===== config.mk =====
export PLATFORM = sky130hd
export DESIGN_NAME = fc_forward_stream
export DESIGN_NICKNAME = d
export VERILOG_FILES = /design/src/rtl/fc_forward_stream.sv
export SDC_FILE = /design/constraint.sdc
export NUM_CORES = 1
export LEC_CHECK = 0
export BUFFER_PORTS_ARGS = -buffer_cell sky130_fd_sc_hd__buf_2
export CAP_MARGIN = 10
export CORE_MARGIN = 8
export CORE_UTILIZATION = 40
export DETAILED_ROUTE_END_ITERATION = 7
export GPL_TIMING_DRIVEN = 0
export PLACE_DENSITY_LB_ADDON = 0.3
export REMOVE_ABC_BUFFERS = 1
export SYNTH_ARGS = -nofsm -noshare
export SYNTH_HDL_FRONTEND = slang
export SYNTH_SLANG_ARGS = --single-unit
export TNS_END_PERCENT = 10

===== constraint.sdc =====
create_clock -name clk -period 12.4 [get_ports clk]
set_input_delay 1.86 -clock clk [delete_from_list [all_inputs] [get_ports clk]]
set_output_delay 1.86 -clock clk [all_outputs]
set_load 0.02 [all_outputs]

===== src/rtl/fc_forward_stream.sv =====
// Fully-connected forward layer: y[j] = sat(relu?(sum_i x[i]*W[j][i] + b[j])).
// Operands are fetched through 1-cycle synchronous read ports; results stream out one neuron at a time.
module fc_forward_stream #(
  parameter int IN_SIZE  = 120,
  parameter int OUT_SIZE = 10,
  parameter int DATA_W   = 16,
  parameter int FRAC_W   = 8,
  parameter int ACC_W    = 40,
  localparam int IN_AW   = (IN_SIZE > 1) ? $clog2(IN_SIZE) : 1,
  localparam int W_AW    = (IN_SIZE * OUT_SIZE > 1) ? $clog2(IN_SIZE * OUT_SIZE) : 1,
  localparam int OUT_AW  = (OUT_SIZE > 1) ? $clog2(OUT_SIZE) : 1
) (
  input  logic              clk,
  input  logic              rst,
  input  logic              start,
  input  logic              relu_en,
  output logic              busy,
  output logic              done,
  output logic              sat_flag,
  output logic [IN_AW-1:0]  in_addr,
  input  logic [DATA_W-1:0] in_data,
  output logic [W_AW-1:0]   w_addr,
  input  logic [DATA_W-1:0] w_data,
  output logic [OUT_AW-1:0] b_addr,
  input  logic [DATA_W-1:0] b_data,
  output logic              out_valid,
  output logic [OUT_AW-1:0] out_idx,
  output logic [DATA_W-1:0] out_data
);

  localparam logic [2:0] S_IDLE   = 3'd0;
  localparam logic [2:0] S_MAC    = 3'd1;
  localparam logic [2:0] S_DRAIN1 = 3'd2;
  localparam logic [2:0] S_DRAIN2 = 3'd3;
  localparam logic [2:0] S_WRITE  = 3'd4;
  localparam logic [2:0] S_FIN    = 3'd5;

  localparam logic [IN_AW-1:0]  I_LAST = IN_AW'(IN_SIZE - 1);
  localparam logic [OUT_AW-1:0] J_LAST = OUT_AW'(OUT_SIZE - 1);

  localparam logic signed [ACC_W-1:0] OUT_MAX =
    {{(ACC_W - DATA_W + 1){1'b0}}, {(DATA_W - 1){1'b1}}};
  localparam logic signed [ACC_W-1:0] OUT_MIN =
    {{(ACC_W - DATA_W + 1){1'b1}}, {(DATA_W - 1){1'b0}}};

  logic [2:0] state;
  logic       relu_q;

  // Pipeline tags: rd_* marks read data arriving this cycle, prod_* marks a valid product.
  logic rd_vld, rd_first;
  logic prod_vld, prod_first;

  logic signed [2*DATA_W-1:0] prod;
  logic signed [ACC_W-1:0]    acc;

  logic signed [2*DATA_W-1:0] x_ext, w_ext;
  logic signed [ACC_W-1:0]    bias_ext, prod_ext, shifted, relu_val;
  logic [DATA_W-1:0]          sat_data;
  logic                       clipped;

  // NOTE: every always_comb output gets a default first so no path can leave it unassigned and infer a latch.
  always_comb begin
    x_ext    = $signed({{DATA_W{in_data[DATA_W-1]}}, in_data});
    w_ext    = $signed({{DATA_W{w_data[DATA_W-1]}}, w_data});
    bias_ext = $signed({{(ACC_W - DATA_W){b_data[DATA_W-1]}}, b_data}) <<< FRAC_W;
    prod_ext = $signed({{(ACC_W - 2*DATA_W){prod[2*DATA_W-1]}}, prod});

    // Arithmetic shift floors toward minus infinity; no rounding is applied.
    shifted  = acc >>> FRAC_W;
    relu_val = (relu_q && shifted[ACC_W-1]) ? '0 : shifted;

    sat_data = relu_val[DATA_W-1:0];
    clipped  = 1'b0;
    if (relu_val > OUT_MAX) begin
      sat_data = {1'b0, {(DATA_W - 1){1'b1}}};
      clipped  = 1'b1;
    end else if (relu_val < OUT_MIN) begin
      sat_data = {1'b1, {(DATA_W - 1){1'b0}}};
      clipped  = 1'b1;
    end
  end

  // NOTE: sequential state uses non-blocking assignments so every register samples pre-edge values.
  always_ff @(posedge clk) begin
    if (!rst) begin
      state      <= S_IDLE;
      relu_q     <= 1'b0;
      busy       <= 1'b0;
      done       <= 1'b0;
      sat_flag   <= 1'b0;
      in_addr    <= '0;
      w_addr     <= '0;
      b_addr     <= '0;
      out_valid  <= 1'b0;
      out_idx    <= '0;
      out_data   <= '0;
      rd_vld     <= 1'b0;
      rd_first   <= 1'b0;
      prod_vld   <= 1'b0;
      prod_first <= 1'b0;
      prod       <= '0;
      acc        <= '0;
    end else begin
      out_valid  <= 1'b0;
      done       <= 1'b0;

      rd_vld     <= (state == S_MAC);
      rd_first   <= (state == S_MAC) && (in_addr == '0);
      prod_vld   <= rd_vld;
      prod_first <= rd_first;

      if (rd_vld) begin
        prod <= x_ext * w_ext;
      end

      // The first product of each neuron seeds the accumulator with the aligned bias.
      if (prod_vld) begin
        acc <= prod_first ? (bias_ext + prod_ext) : (acc + prod_ext);
      end

      case (state)
        S_IDLE: begin
          if (start) begin
            state    <= S_MAC;
            busy     <= 1'b1;
            sat_flag <= 1'b0;
            relu_q   <= relu_en;
            in_addr  <= '0;
            w_addr   <= '0;
            b_addr   <= '0;
          end
        end

        S_MAC: begin
          if (in_addr == I_LAST) begin
            state <= S_DRAIN1;
          end else begin
            in_addr <= in_addr + 1'b1;
            w_addr  <= w_addr + 1'b1;
          end
        end

        S_DRAIN1: state <= S_DRAIN2;

        S_DRAIN2: state <= S_WRITE;

        S_WRITE: begin
          out_valid <= 1'b1;
          out_idx   <= b_addr;
          out_data  <= sat_data;
          if (clipped) begin
            sat_flag <= 1'b1;
          end
          if (b_addr == J_LAST) begin
            state <= S_FIN;
          end else begin
            state   <= S_MAC;
            b_addr  <= b_addr + 1'b1;
            in_addr <= '0;
            w_addr  <= w_addr + 1'b1;
          end
        end

        S_FIN: begin
          state <= S_IDLE;
          busy  <= 1'b0;
          done  <= 1'b1;
        end

        default: state <= S_IDLE;
      endcase
    end
  end

endmodule


Word-level counts from Yosys, hierarchy flattened
Cells that the tools add are included.
{ "totals": {"ff_bits": 126, "inputBits": 52, "output_inout_bits": 46, "elab_cells": 78} }
{ "classes": {"n_addsub": 5, "mul": 1, "n_lt_le_gt_ge": 2, "eq_ne": 12, "n_mux": 28, "reduce_logical": 13} }
{ "op_table": {"columns": ["operator", "count"], "rows": [
  ["two-way mux 40 bit", 2],
  ["adder 40 x 32 -> 40 bit", 1],
  ["greater-than comparator 40 x 16 -> 1 bit (second input constant)", 1],
  ["less-than comparator 40 x 16 -> 1 bit (second input constant)", 1],
  ["adder 24 x 32 -> 33 bit", 1],
  ["two-way mux 11 bit", 3],
  ["one-hot mux 11 bit (3 select lines)", 1],
  ["multiplier 16 x 16 -> 32 bit", 1],
  ["two-way mux 16 bit", 2],
  ["two-way mux 7 bit", 3],
  ["one-hot mux 7 bit (3 select lines)", 1],
  ["one-hot mux 3 bit (5 select lines)", 1],
  ["adder 11 x 1 -> 11 bit (second input constant)", 1],
  ["two-way mux 3 bit", 3],
  ["two-way mux 4 bit", 2],
  ["inequality test 2 bit (second input constant)", 4],
  ["one-hot mux 4 bit (2 select lines)", 1],
  ["adder 7 x 1 -> 7 bit (second input constant)", 1],
  ["== test 7 bit (second input constant)", 1],
  ["logical NOT 7 bit", 1],
  ["two-way mux 1 bit", 7],
  ["== test 3 x 2 -> 1 bit (second input constant)", 2],
  ["== test 3 bit (second input constant)", 2],
  ["AND reduction 2 bit", 3],
  ["other kinds (11)", 15]
]} }

Logic depth before layout (Yosys ltp)
Gate-level depths: netlist of the first run.
{ "logic_depth": {"depth_word": 7, "depth_mapped": 25} }

Worst setup path after synthesis of the first run
No wires, ideal clock.
{ "synth_timing": {"path_kind": "input to register", "from": "in in_data[15]", "to": "reg prod[31]", "setup_ps": 121, "t_arrival_ps": 7397, "t_required_ps": 12279, "setup_slack_ps": 4883, "cell_stages": 21, "n_path_buf": 1, "path_cell_list": "clkbuf_1 nand2_1 fa_1 inv_1 fa_1 fa_1 fa_1 fa_1 inv_1 fa_1 inv_1 ha_1 o21a_1 o21a_1 o22ai_1 a21oi_1 a41o_1 a31oi_1 o21ai_1 xnor2_1 o21ai_1"} }
{ "synth_between": {"elab_chain_cells": 1} }
{ "synth_rtl": {"columns": ["item", "line_no", "rtl"], "rows": [
  ["from (decl)", "21", "input logic [DATA_W-1:0] in_data,"],
  ["multiplier 16 x 16 -> 32 bit", "113", "prod <= x_ext * w_ext;"],
  ["to (signal assigned)", "113", null],
  ["to (decl)", "53", "logic signed [2*DATA_W-1:0] prod;"]
]} }
Every way passes these cells.
A chain may end at the register's enable or synchronous reset.

Final worst setup path of the first run
{ "layout_timing": {"from": "in w_data[4]", "to": "reg prod[31]"} }
{ "layout_between": {"elab_chain_cells": 1} }
{ "layout_rtl": {"columns": ["item", "line_no", "rtl"], "rows": [
  ["from (decl)", "23", "input logic [DATA_W-1:0] w_data,"],
  ["multiplier 16 x 16 -> 32 bit", "113", null]
]} }
Every way passes these cells.

==> flow_summary.toml, run 1 <==
[min_path]
worst_hold_path_depth = 1
holdCritStartpoint = "rd_first"
min_to = "prod_first"
hold_path_class = "reg2reg"

[global_route]
first_global_vias = 15600
overflow = 0
grt_util_all_layers = 0.175
grt_first_pass_wirelength_um = 76900
grt_max_degree = 57
antenna_violations_before_repair = 1

[yosys]
post_synthesis_compound_gate_area_fraction = 0.153
post_synth_and_or_nand_nor_area_fraction = 0.170
syn-instance-count = 2148
avgSynthCellArea_um2 = 8.54
yosys.area.top_type_share = 0.288
edff_count_synth = 0
synth.cell_area_um2 = 18300
seq_area_frac_synth = 0.138
synth_cell_type_count = 85
synth_area_leaders = "sky130_fd_sc_hd__fa_1, sky130_fd_sc_hd__dfxtp_1, sky130_fd_sc_hd__ha_1, sky130_fd_sc_hd__inv_1, sky130_fd_sc_hd__nand2_1"
synthesis.yosys.warnings = 0
postSynthRegisterBits = 126
main_combinational_cell_family_by_area_after_synthesis = "adder cells"
synth_xor_xnor_area_share = 0.0420
synth_flop_cell = "sky130_fd_sc_hd__dfxtp_1"
synth_adder_area_share = 0.391
synth_top_cell_by_area = "sky130_fd_sc_hd__fa_1"
async_flop_share = 0
yosys-mux-area-fraction = 0.0136

[clocking]
clockRootBuffer = "sky130_fd_sc_hd__clkbuf_16"
max-clock-path-buffers = 2
cts.reportedPaths.clkPinSlew_ns = 0.07
insertion_delay_ns = 0.43
hold_buffers = 0
cts_h_tree_depth = 4
number_of_cts_inserted_buffers = 17
cts_tree = "built"
post_cts.resized_instances = 0
cts_sinks = 126
post_cts_buffers = 0

[timing]
layout_min_cycle_time_ns = 7.64
timing_max_transition_violations_final = 0
timing.fmax_mhz = 131
timing.final.crit_share = 0.616
setup_repair_after_global_routing_missed_its_margin = "no"
fin_hold_ws_ns = 0.436
final-hold-violation-count = 0
timing.final.setup_violations = 0
fin_worst_skew_ns = 0.0126
tightest_slew_ns = 1.19
timing.max_slew.rel_slack = 0.200
worst_slack_setup_final_ns = 4.76
setup_total_neg_slack_ns = 0

[worst_setup_path]
cpPeakStageDelay_ns = 0.79
timing.critical_path.cells = "buf_2 -> nand2_1 -> fa_1 -> inv_1 -> fa_1 -> fa_1 -> fa_1 -> fa_1 -> inv_1 -> fa_1 -> inv_1 -> ha_1 -> o21a_1 -> o21a_1 -> o22ai_1 -> a21oi_1 -> a41o_1 -> a31oi_1 -> o21ai_1 -> xnor2_1 -> o21ai_1"
timing.critical_path.mode_cell = "sky130_fd_sc_hd__fa_1"
rr_endpoint = "acc[32]"
critPathKind = "in2reg"
path_buf_inv = 4
element_type_at_the_critical_path_start = "input port"
worst_path_max_delay_cell = "sky130_fd_sc_hd__fa_1"
timing.critical_path.max_delay_family = "adder cells"
critPathArrivalTime_ns = 7.95
critPathMaxFanout = 16
r2r_setup_slack_ns = 9.22
timing.critical_path.to_type = "register"
worst_r2r_startpoint = "prod[0]"
timing.reg2reg.worst_path_depth = 12
data_required_time_at_the_worst_endpoint_ns = 12.71

[power_and_ir_drop]
power_density_nw_per_um2 = 297
vdd_ir_drop_max_mv = 0.468
power.leakage_uw = 0.00959
totalPowerFinal_uw = 5920

[status]
run_status = "complete, no violations"

[floorplanning]
die_area_um2 = 52900
core.rowCount = 78
die_w_um = 230
floorplan.initialDensity = 0.405
die-height_um = 230
floorplan.io_pins = 98
coreArea_um2 = 45300

[placement]
finalWeightedCongestion = 0.860
portBuffers = 97
place_worst_setup_slack_ns = 4.33
detailedPlacementHpwl_um = 35700

[detailed_routing]
number_of_vias_in_the_routed_layout = 14700
post_drt_via_cell_ratio = 5.26
remaining_drc_errors = 0
dr.first_iter.drc_count = 714
route.antenna.remaining_nets = 0
wl_per_cell_um = 16.0
wl_um = 44800
drt_pre_antenna_iters = 7

[finish]
fin_nets = 2652
area_growth_pct = 8.67
layout.filler_cells = 4511
final_core_utilization = 0.440
ratio_of_cells_with_drive_above_1_in_the_final_layout = 0.0814

[flow_run]
max-cap-violations = 0
## stage by stage
step | std cells | cell area (um2)
floorplan | 2065 | 18000
global placement | 2762 | 19200
detailed placement | 2767 | 19300
CTS | 2799 | 19900
global route | 2799 | 19900
finish | 2800 | 19900
## how the worst max path moves through the flow
stage / start / endpoint / slack [ns] / cells past startpoint
2_1_floorplan: w_data[1] / prod[31] / 5.18 / 20
3_3_place_gp: w_data[1] / prod[29] / 4.37 / 21
3_5_place_dp: w_data[4] / prod[31] / 4.33 / 21
4_1_cts: w_data[4] / prod[31] / 4.77 / 21
5_1_grt: w_data[1] / prod[31] / 4.31 / 21
6_report: w_data[4] / prod[31] / 4.76 / 21
## layout by cell type (no fill, tap or decap), types with 17 or more instances in the layout
cell type and count:
sky130_fd_sc_hd__a211oi_1 20, sky130_fd_sc_hd__a21o_1 38, sky130_fd_sc_hd__a21oi_1 120, sky130_fd_sc_hd__a31oi_1 18, sky130_fd_sc_hd__and2_1 124, sky130_fd_sc_hd__buf_2 98
sky130_fd_sc_hd__clkbuf_16 17, sky130_fd_sc_hd__dfxtp_1 123, sky130_fd_sc_hd__fa_1 264, sky130_fd_sc_hd__ha_1 150, sky130_fd_sc_hd__inv_1 355, sky130_fd_sc_hd__mux2i_1 25
sky130_fd_sc_hd__nand2_1 209, sky130_fd_sc_hd__nand3_1 24, sky130_fd_sc_hd__nand4_1 20, sky130_fd_sc_hd__nor2_1 133, sky130_fd_sc_hd__nor2b_1 20, sky130_fd_sc_hd__nor3_1 20
sky130_fd_sc_hd__o21ai_0 97, sky130_fd_sc_hd__xnor2_1 48, sky130_fd_sc_hd__xor2_1 40
## synthesized netlist by cell type (all sizes together), types with 12 or more instances
master / instances
a211oi: 22
a21o: 38
a21oi: 124
a31oi: 21
and2: 125
clkbuf: 71
dfxtp: 126
fa: 264
ha: 150
inv: 356
mux2i: 25
nand2: 210
nand2b: 12
nand3: 25
nand4: 20
nor2: 133
nor2b: 20
nor3: 23
nor4: 12
o21a: 15
o21ai: 115
xnor2: 48
xor2: 40
## kinds of logic (layout without fill, tap and decap cells)
group / after synthesis / after routing
and+or+nand+nor: 633 / 633
buffers and inverters: 440 / 491
AOI/OAI and AO/OA: 421 / 421
adders and majority gates: 415 / 415
DFF: 126 / 126
xor gates and xnor gates: 88 / 88
muxes: 25 / 25
other: 0 / 1
## layer usage
layer	up-vias	global-route usage	routed length [um]
li1	7082	-	-
met1	7304	0.224	19800
met2	288	0.312	22600
met3	49	0.0246	1770
met4	0	0.0341	667
met5	-	0	0
## final cells by class
cell class | instances | area [um2] | area share
antenna | 1 | 2.50 | 0.000126
clock buffer | 17 | 425 | 0.0214
clock inverter | 15 | 198 | 0.00992
inverter | 357 | 1340 | 0.0673
multi-input combinational | 1582 | 14100 | 0.709
sequential | 126 | 2530 | 0.127
tap | 600 | 751 | 0.0377
timing repair buffer | 102 | 562 | 0.0282
## power by group
| part | internal, uW | switching [uW] |
|---|---|---|
| Sequential | 438 | 39.1 |
| Combinational | 2110 | 2790 |
| Clock | 324 | 219 |
| Total | 2870 | 3050 |
## sequential cells by signal (all words and copies together) (netlist names), 3 cells and up
signal and cells:
prod 32, in_addr 7, acc 40, out_idx 4, b_addr 4, state 3
out_data 16, w_addr 11
Power figures use the tool's default switching activity.
==> run 2, diff against run 1 <==
ABC_AREA = 1   (was unset)
clock period = 6.5 ns   (was 12.4 ns; I/O delays follow)
==> run 2 against run 1 <==
Clock-buffer cell count is the same. Routed wire length grew 30%. Cell count rose by 40%. Sequential cell count unchanged. Via count up 30%. Core utilization decreased by 0.49 points. Sequential share of layout area fell by 1.6 points. Synthesized cell count is 49% higher. Critical path type unchanged. Critical endpoint is now prod[23].
==> flow_summary.toml, run 2 <==
[status]
run_status = "complete, no violations"

[finish]
final_core_utilization = 0.435
layout.area.seq_um2 = 2530
final-instance-count-excl-fill = 3922
largest_register_ff_count = 40
highest_count_cells_in_the_layout_ignoring_fill_and_taps = "sky130_fd_sc_hd__nand2_1, sky130_fd_sc_hd__inv_1, sky130_fd_sc_hd__fa_1, sky130_fd_sc_hd__nor2_1, sky130_fd_sc_hd__a21oi_1"
layout.filler_cells = 5560
top_register = "acc"
multi_input_area_um2 = 15200
ratio_of_cells_with_drive_above_1_in_the_final_layout = 0.0632
area_growth_pct = 8.15
fin_nets = 3682
layout_commonest_cell = "sky130_fd_sc_hd__nand2_1"
largestRegisters = "acc (40), prod (32), out_data (16)"

[detailed_routing]
drt_pre_antenna_iters = 5
wl_um = 58400
remaining_drc_errors = 0
post_drt_via_cell_ratio = 4.88
route.antenna.remaining_nets = 0
wl_per_cell_um = 14.9
dr.first_iter.drc_count = 1313
number_of_vias_in_the_routed_layout = 19200

[global_route]
antenna_violations_before_repair = 2
grt_util_all_layers = 0.198
grt_first_pass_wirelength_um = 97100
first_global_vias = 19000
grt_max_degree = 70
overflow = 0

[timing]
timing_max_transition_violations_final = 0
timing.fmax_mhz = 160
tightest_slew_ns = 1.25
fin_worst_skew_ns = 0.0169
fin_hold_ws_ns = 0.433
setup_repair_after_global_routing_missed_its_margin = "no"
timing.max_slew.rel_slack = 0.165
timing.final.crit_share = 0.959
timing.final.setup_violations = 0
final-hold-violation-count = 0
layout_min_cycle_time_ns = 6.23

[yosys]
async_flop_share = 0
synth_area_leaders = "sky130_fd_sc_hd__fa_1, sky130_fd_sc_hd__nand2_1, sky130_fd_sc_hd__inv_1, sky130_fd_sc_hd__dfxtp_1, sky130_fd_sc_hd__ha_1"
synthesis.yosys.warnings = 0
synth.cell_area_um2 = 21100
yosys-mux-area-fraction = 0
synth_flop_cell = "sky130_fd_sc_hd__dfxtp_1"
post_synth_and_or_nand_nor_area_fraction = 0.270
yosys.cell_count.top_type = "sky130_fd_sc_hd__nand2_1"
yosys.area.top_type_share = 0.251
ys_top_cells_by_count = "sky130_fd_sc_hd__nand2_1, sky130_fd_sc_hd__inv_1, sky130_fd_sc_hd__fa_1"
edff_count_synth = 0
postSynthRegisterBits = 126
seq_area_frac_synth = 0.120
avgSynthCellArea_um2 = 6.59
synth_cell_type_count = 52
synth_adder_area_share = 0.340
main_combinational_cell_family_by_area_after_synthesis = "adder cells"
synth_xor_xnor_area_share = 0.0195
synth_top_cell_by_area = "sky130_fd_sc_hd__fa_1"
syn-instance-count = 3193
post_synthesis_compound_gate_area_fraction = 0.0893

[placement]
finalWeightedCongestion = 0.956
dp_cells = 3882
portBuffers = 97
detailedPlacementHpwl_um = 48200

[clocking]
cts.reportedPaths.clkPinSlew_ns = 0.07
insertion_delay_ns = 0.44
max-clock-path-buffers = 2
number_of_cts_inserted_buffers = 17
cts_tree = "built"
cts_h_tree_depth = 4
cts_sinks = 126
clockRootBuffer = "sky130_fd_sc_hd__clkbuf_16"

[worst_setup_path]
element_type_at_the_critical_path_start = "input port"
critPathMaxFanout = 16
critPathArrivalTime_ns = 6.56
timing.critical_path.to_type = "register"
timing.reg2reg.worst_path_depth = 5
critPathKind = "in2reg"
data_required_time_at_the_worst_endpoint_ns = 6.83

[floorplanning]
coreArea_um2 = 52300
floorplan.initialDensity = 0.402
die_area_um2 = 60200
floorplan.io_pins = 98
core.rowCount = 84
die-height_um = 245
die_w_um = 245

[flow_run]
max-cap-violations = 0

[min_path]
hold_path_class = "reg2reg"
worst_hold_path_depth = 2
==> run 2: cell count changes in the layout (fill, tap and decap cells not counted), sizes merged, moves of 13 or more <==
cell	previous run	this run
a211oi	22	2
a21o	38	6
o21a	15	2
inv	365	804
nand4	20	39
xnor2	48	15
nor2b	20	0
and2	125	0
nor2	133	224
nand3	25	137
mux2i	25	0
nand2	210	903
a21oi	124	171
==> run 2: area by class of cell <==
class / instances / share of cell area
multi-input cells: 2172 / 0.666
inverters: 797 / 0.132
flip-flops and latches: 126 / 0.111
well taps: 688 / 0.0378
repair buffers: 102 / 0.0258
clock buffers: 17 / 0.0187
clock inverters: 15 / 0.00852
diodes: 5 / 0.000549
==> run 2: what timing repair did <==
action                                  CTS  global route
hold buffers                              0             0
endpoints found under the setup margin    0            15
buffers inserted                          0             3
gates resized for setup                   0            16
==> run 2: worst paths after layout <==
kind                     end        from  slack, ns
setup / recovery    prod[23]   w_data[2]       0.27
hold / removal    prod_first    rd_first       0.43
setup reg to reg     acc[16]  prod_first       3.69
hold reg to reg   prod_first    rd_first       0.43
==> run 2: per-stage QoR <==
step / area, um2 / worst slack, ns / setup TNS (ns)
after floorplan: 20700 / 0.421 / 0
after global placement: 22000 / -0.403 / -3.84
after detailed placement: 22100 / -0.412 / -3.79
after CTS: 22700 / 0.0275 / 0
after global routing: 22800 / 0.00818 / 0
final: 22800 / 0.268 / 0
==> run 2: cell families after synthesis <==
group,Yosys count
AO/OA/AOI/OAI,347
AND/OR/NAND/NOR,1364
flip-flops,126
buffers and inverters,895
adder cells (fa/ha/maj),414
XOR/XNOR,47
==> run 2: metal layers <==
layer / part of all wire / wire length, um / vias to the layer above / GRT usage
met3: 0.055 / 3230 / 72 / 0.0198
met1: 0.47 / 27500 / 8955 / 0.278
met4: 0.020 / 1180 / 0 / 0.0486
met2: 0.45 / 26500 / 489 / 0.326
met5: 0 / 0 / - / 0
li1: - / - / 9634 / -
==> run 2: worst max-delay path: stages <==
cell and delay (ns):
sky130_fd_sc_hd__buf_2 0.34, sky130_fd_sc_hd__nand2_1 0.15, sky130_fd_sc_hd__inv_1 0.10, sky130_fd_sc_hd__fa_2 0.49, sky130_fd_sc_hd__fa_2 0.76, sky130_fd_sc_hd__fa_1 0.48, sky130_fd_sc_hd__fa_1 0.47, sky130_fd_sc_hd__fa_1 0.54
sky130_fd_sc_hd__inv_1 0.05, sky130_fd_sc_hd__fa_1 0.52, sky130_fd_sc_hd__inv_1 0.04, sky130_fd_sc_hd__ha_1 0.37, sky130_fd_sc_hd__nand2_1 0.14, sky130_fd_sc_hd__nor2_1 0.16, sky130_fd_sc_hd__inv_1 0.09, sky130_fd_sc_hd__nor2_1 0.19
sky130_fd_sc_hd__nand4_1 0.20, sky130_fd_sc_hd__nand4_1 0.14, sky130_fd_sc_hd__nand3_1 0.12, sky130_fd_sc_hd__o211ai_1 0.15, sky130_fd_sc_hd__inv_1 0.06
Power of run 2 is not shown: default switching activity piles up to over one toggle a cycle in this logic, so the estimate is an artifact.
==> run 3, diff against run 2 <==
--- a/config.mk
+++ b/config.mk
@@ -10,4 +10,6 @@
 export CAP_MARGIN = 10
+export CELL_PAD_IN_SITES_DETAIL_PLACEMENT = 0
+export CELL_PAD_IN_SITES_GLOBAL_PLACEMENT = 2
 export CORE_MARGIN = 8
-export CORE_UTILIZATION = 40
+export CORE_UTILIZATION = 33
 export DETAILED_ROUTE_END_ITERATION = 7
==> constraint.sdc (replaced) <==
create_clock -name clk -period 6.5 [get_ports clk]
set_input_delay 1.625 -clock clk [delete_from_list [all_inputs] [get_ports clk]]
set_output_delay 1.625 -clock clk [all_outputs]
set_load 0.02 [all_outputs]
==> run 3 against run 2 <==
The flow now finishes with violations (negative setup slack). Core utilization decreased by 6.2 points. Design area increased by 3.3%. Critical path depth increased by 3. Global-route usage decreased by 0.80 points. Sequential share of layout area decreased by 0.36 points. Die area increased by 20%. Cell count increased by 4.1%. Routed wire length increased by 15%. Setup slack got worse by 0.32 ns. Critical path type unchanged.
==> flow_summary.toml, run 3 (synthesis gave the netlist of run 2 again) <==
[status]
run_status = "finished, violations left"
failed_checks = "negative setup slack"

[floorplanning]
floorplan.initialDensity = 0.334
core.rowCount = 92
die-height_um = 269
coreArea_um2 = 63100
die_area_um2 = 72100
die_w_um = 269
floorplan.io_pins = 98

[clocking]
max-clock-path-buffers = 2
insertion_delay_ns = 0.45
clockRootBuffer = "sky130_fd_sc_hd__clkbuf_16"
number_of_cts_inserted_buffers = 17
cts_tree = "built"
cts.reportedPaths.clkPinSlew_ns = 0.06
cts_h_tree_depth = 4
cts_sinks = 126

[worst_setup_path]
cpPeakStageDelay_ns = 0.53
critPathMaxFanout = 10
critPathKind = "in2reg"
critPathArrivalTime_ns = 6.89
element_type_at_the_critical_path_start = "input port"
timing.critical_path.cells = "buf_2 -> clkinvlp_4 -> buf_6 -> or2_2 -> fa_1 -> fa_1 -> inv_1 -> fa_1 -> inv_1 -> fa_1 -> inv_1 -> fa_1 -> inv_1 -> fa_1 -> inv_1 -> ha_4 -> nand2_1 -> nor2_2 -> nand2_1 -> nand3b_1 -> nand4_1 -> nand3_1 -> nand2_1 -> inv_1"
data_required_time_at_the_worst_endpoint_ns = 6.84
worst_path_max_delay_cell = "sky130_fd_sc_hd__fa_1"
path_buf_inv = 9
timing.critical_path.max_delay_family = "adder cells"
timing.critical_path.to_type = "register"

[finish]
largestRegisters = "acc (40), prod (32), out_data (16)"
ratio_of_cells_with_drive_above_1_in_the_final_layout = 0.0918
inserted_diodes = 0
final_area_um2 = 23500
area_growth_pct = 11.8
highest_count_cells_in_the_layout_ignoring_fill_and_taps = "sky130_fd_sc_hd__nand2_1, sky130_fd_sc_hd__inv_1, sky130_fd_sc_hd__fa_1, sky130_fd_sc_hd__nor2_1, sky130_fd_sc_hd__a21oi_1"
layout_commonest_cell = "sky130_fd_sc_hd__nand2_1"
top_register = "acc"
fin_nets = 3688
largest_register_ff_count = 40

[placement]
placed_cell_area_um2 = 22300
detailedPlacementHpwl_um = 56500
place_worst_setup_slack_ns = -1.15
finalWeightedCongestion = 0.876
portBuffers = 97

[flow_run]
max-cap-violations = 0

[timing]
fin_worst_skew_ns = 0.0118
timing.fmax_mhz = 153
timing_max_transition_violations_final = 0
timing.final.crit_share = 1.01
setup_repair_after_global_routing_missed_its_margin = "yes"
tightest_slew_ns = 0.976
timing.final.setup_violations = 5
layout_min_cycle_time_ns = 6.55
timing.max_slew.rel_slack = 0.350
worst_slack_setup_final_ns = -0.0487
final-hold-violation-count = 0

[detailed_routing]
remaining_drc_errors = 0
number_of_vias_in_the_routed_layout = 19300
drt_pre_antenna_iters = 7
wl_per_cell_um = 16.4
wl_um = 67100
dr.first_iter.drc_count = 1237
route.antenna.remaining_nets = 0
post_drt_via_cell_ratio = 4.72

[global_route]
grt_util_all_layers = 0.190
first_global_vias = 19600
antenna_violations_before_repair = 0
overflow = 0
grt_first_pass_wirelength_um = 108000
grt_max_degree = 70

[min_path]
hold_path_class = "reg2reg"
[run 3: cell type report]
cell class / count / area (um2)
fillers: 6989 / 39500
flip-flops and latches: 126 / 2530
inverters: 797 / 3010
well taps: 846 / 1060
clock inverters: 15 / 176
multi-input cells: 2172 / 15600
clock buffers: 17 / 425
repair buffers: 108 / 752
[run 3: timing repair]
item,in CTS,in global routing
buffers inserted,4,2
pin swaps,23,21
resized for setup,122,47
endpoints found under the setup margin,19,19
hold buffers,0,0
[run 3: metal layers]
metal  wire length, um  track usage  part of all wire
met1             33200        0.272              0.49
met2             30100        0.308              0.45
met3              3060       0.0259             0.046
met4               795       0.0343             0.012
met5                 0            0                 0
[run 3: final timing paths]
kind,endpoint,cells past startpoint,from,slack (ns)
worst max-delay path,prod[29],24,w_data[15],-0.05
worst min-delay path,prod_first,2,rd_first,0.42
worst max register to register,acc[26],16,prod[0],3.65
worst min register to register,prod_first,2,rd_first,0.42
[run 3: per-stage QoR]
stage,hold slack [ns],utilization,setup TNS [ns],cells
after floorplan,0.390,-,-1.47,3095
after detailed placement,0.400,0.353,-18.00,4042
final,0.422,0.373,-0.148,4081
after CTS,0.419,0.370,-0.0954,4078
after global routing,0.456,0.373,-3.51,4081
after global placement,0.419,0.352,-18.61,4038
[run 3: worst register-to-register path, stage by stage (launching register included)]
cell                      delay [ns]
sky130_fd_sc_hd__dfxtp_1        0.35
sky130_fd_sc_hd__ha_1           0.28
sky130_fd_sc_hd__inv_1          0.12
sky130_fd_sc_hd__fa_1           0.42
sky130_fd_sc_hd__inv_1          0.18
sky130_fd_sc_hd__nand3_1        0.09
sky130_fd_sc_hd__nand3_1        0.26
sky130_fd_sc_hd__nand2_1        0.11
sky130_fd_sc_hd__nand2_2        0.12
sky130_fd_sc_hd__nand2_1        0.06
sky130_fd_sc_hd__nand2_1        0.11
sky130_fd_sc_hd__nand2_1        0.12
sky130_fd_sc_hd__nand3_1        0.10
sky130_fd_sc_hd__nand2_1        0.05
sky130_fd_sc_hd__nor2_1         0.25
sky130_fd_sc_hd__nor2_1         0.07
sky130_fd_sc_hd__nor2_1         0.08
Power of run 3 is left out for the same reason.
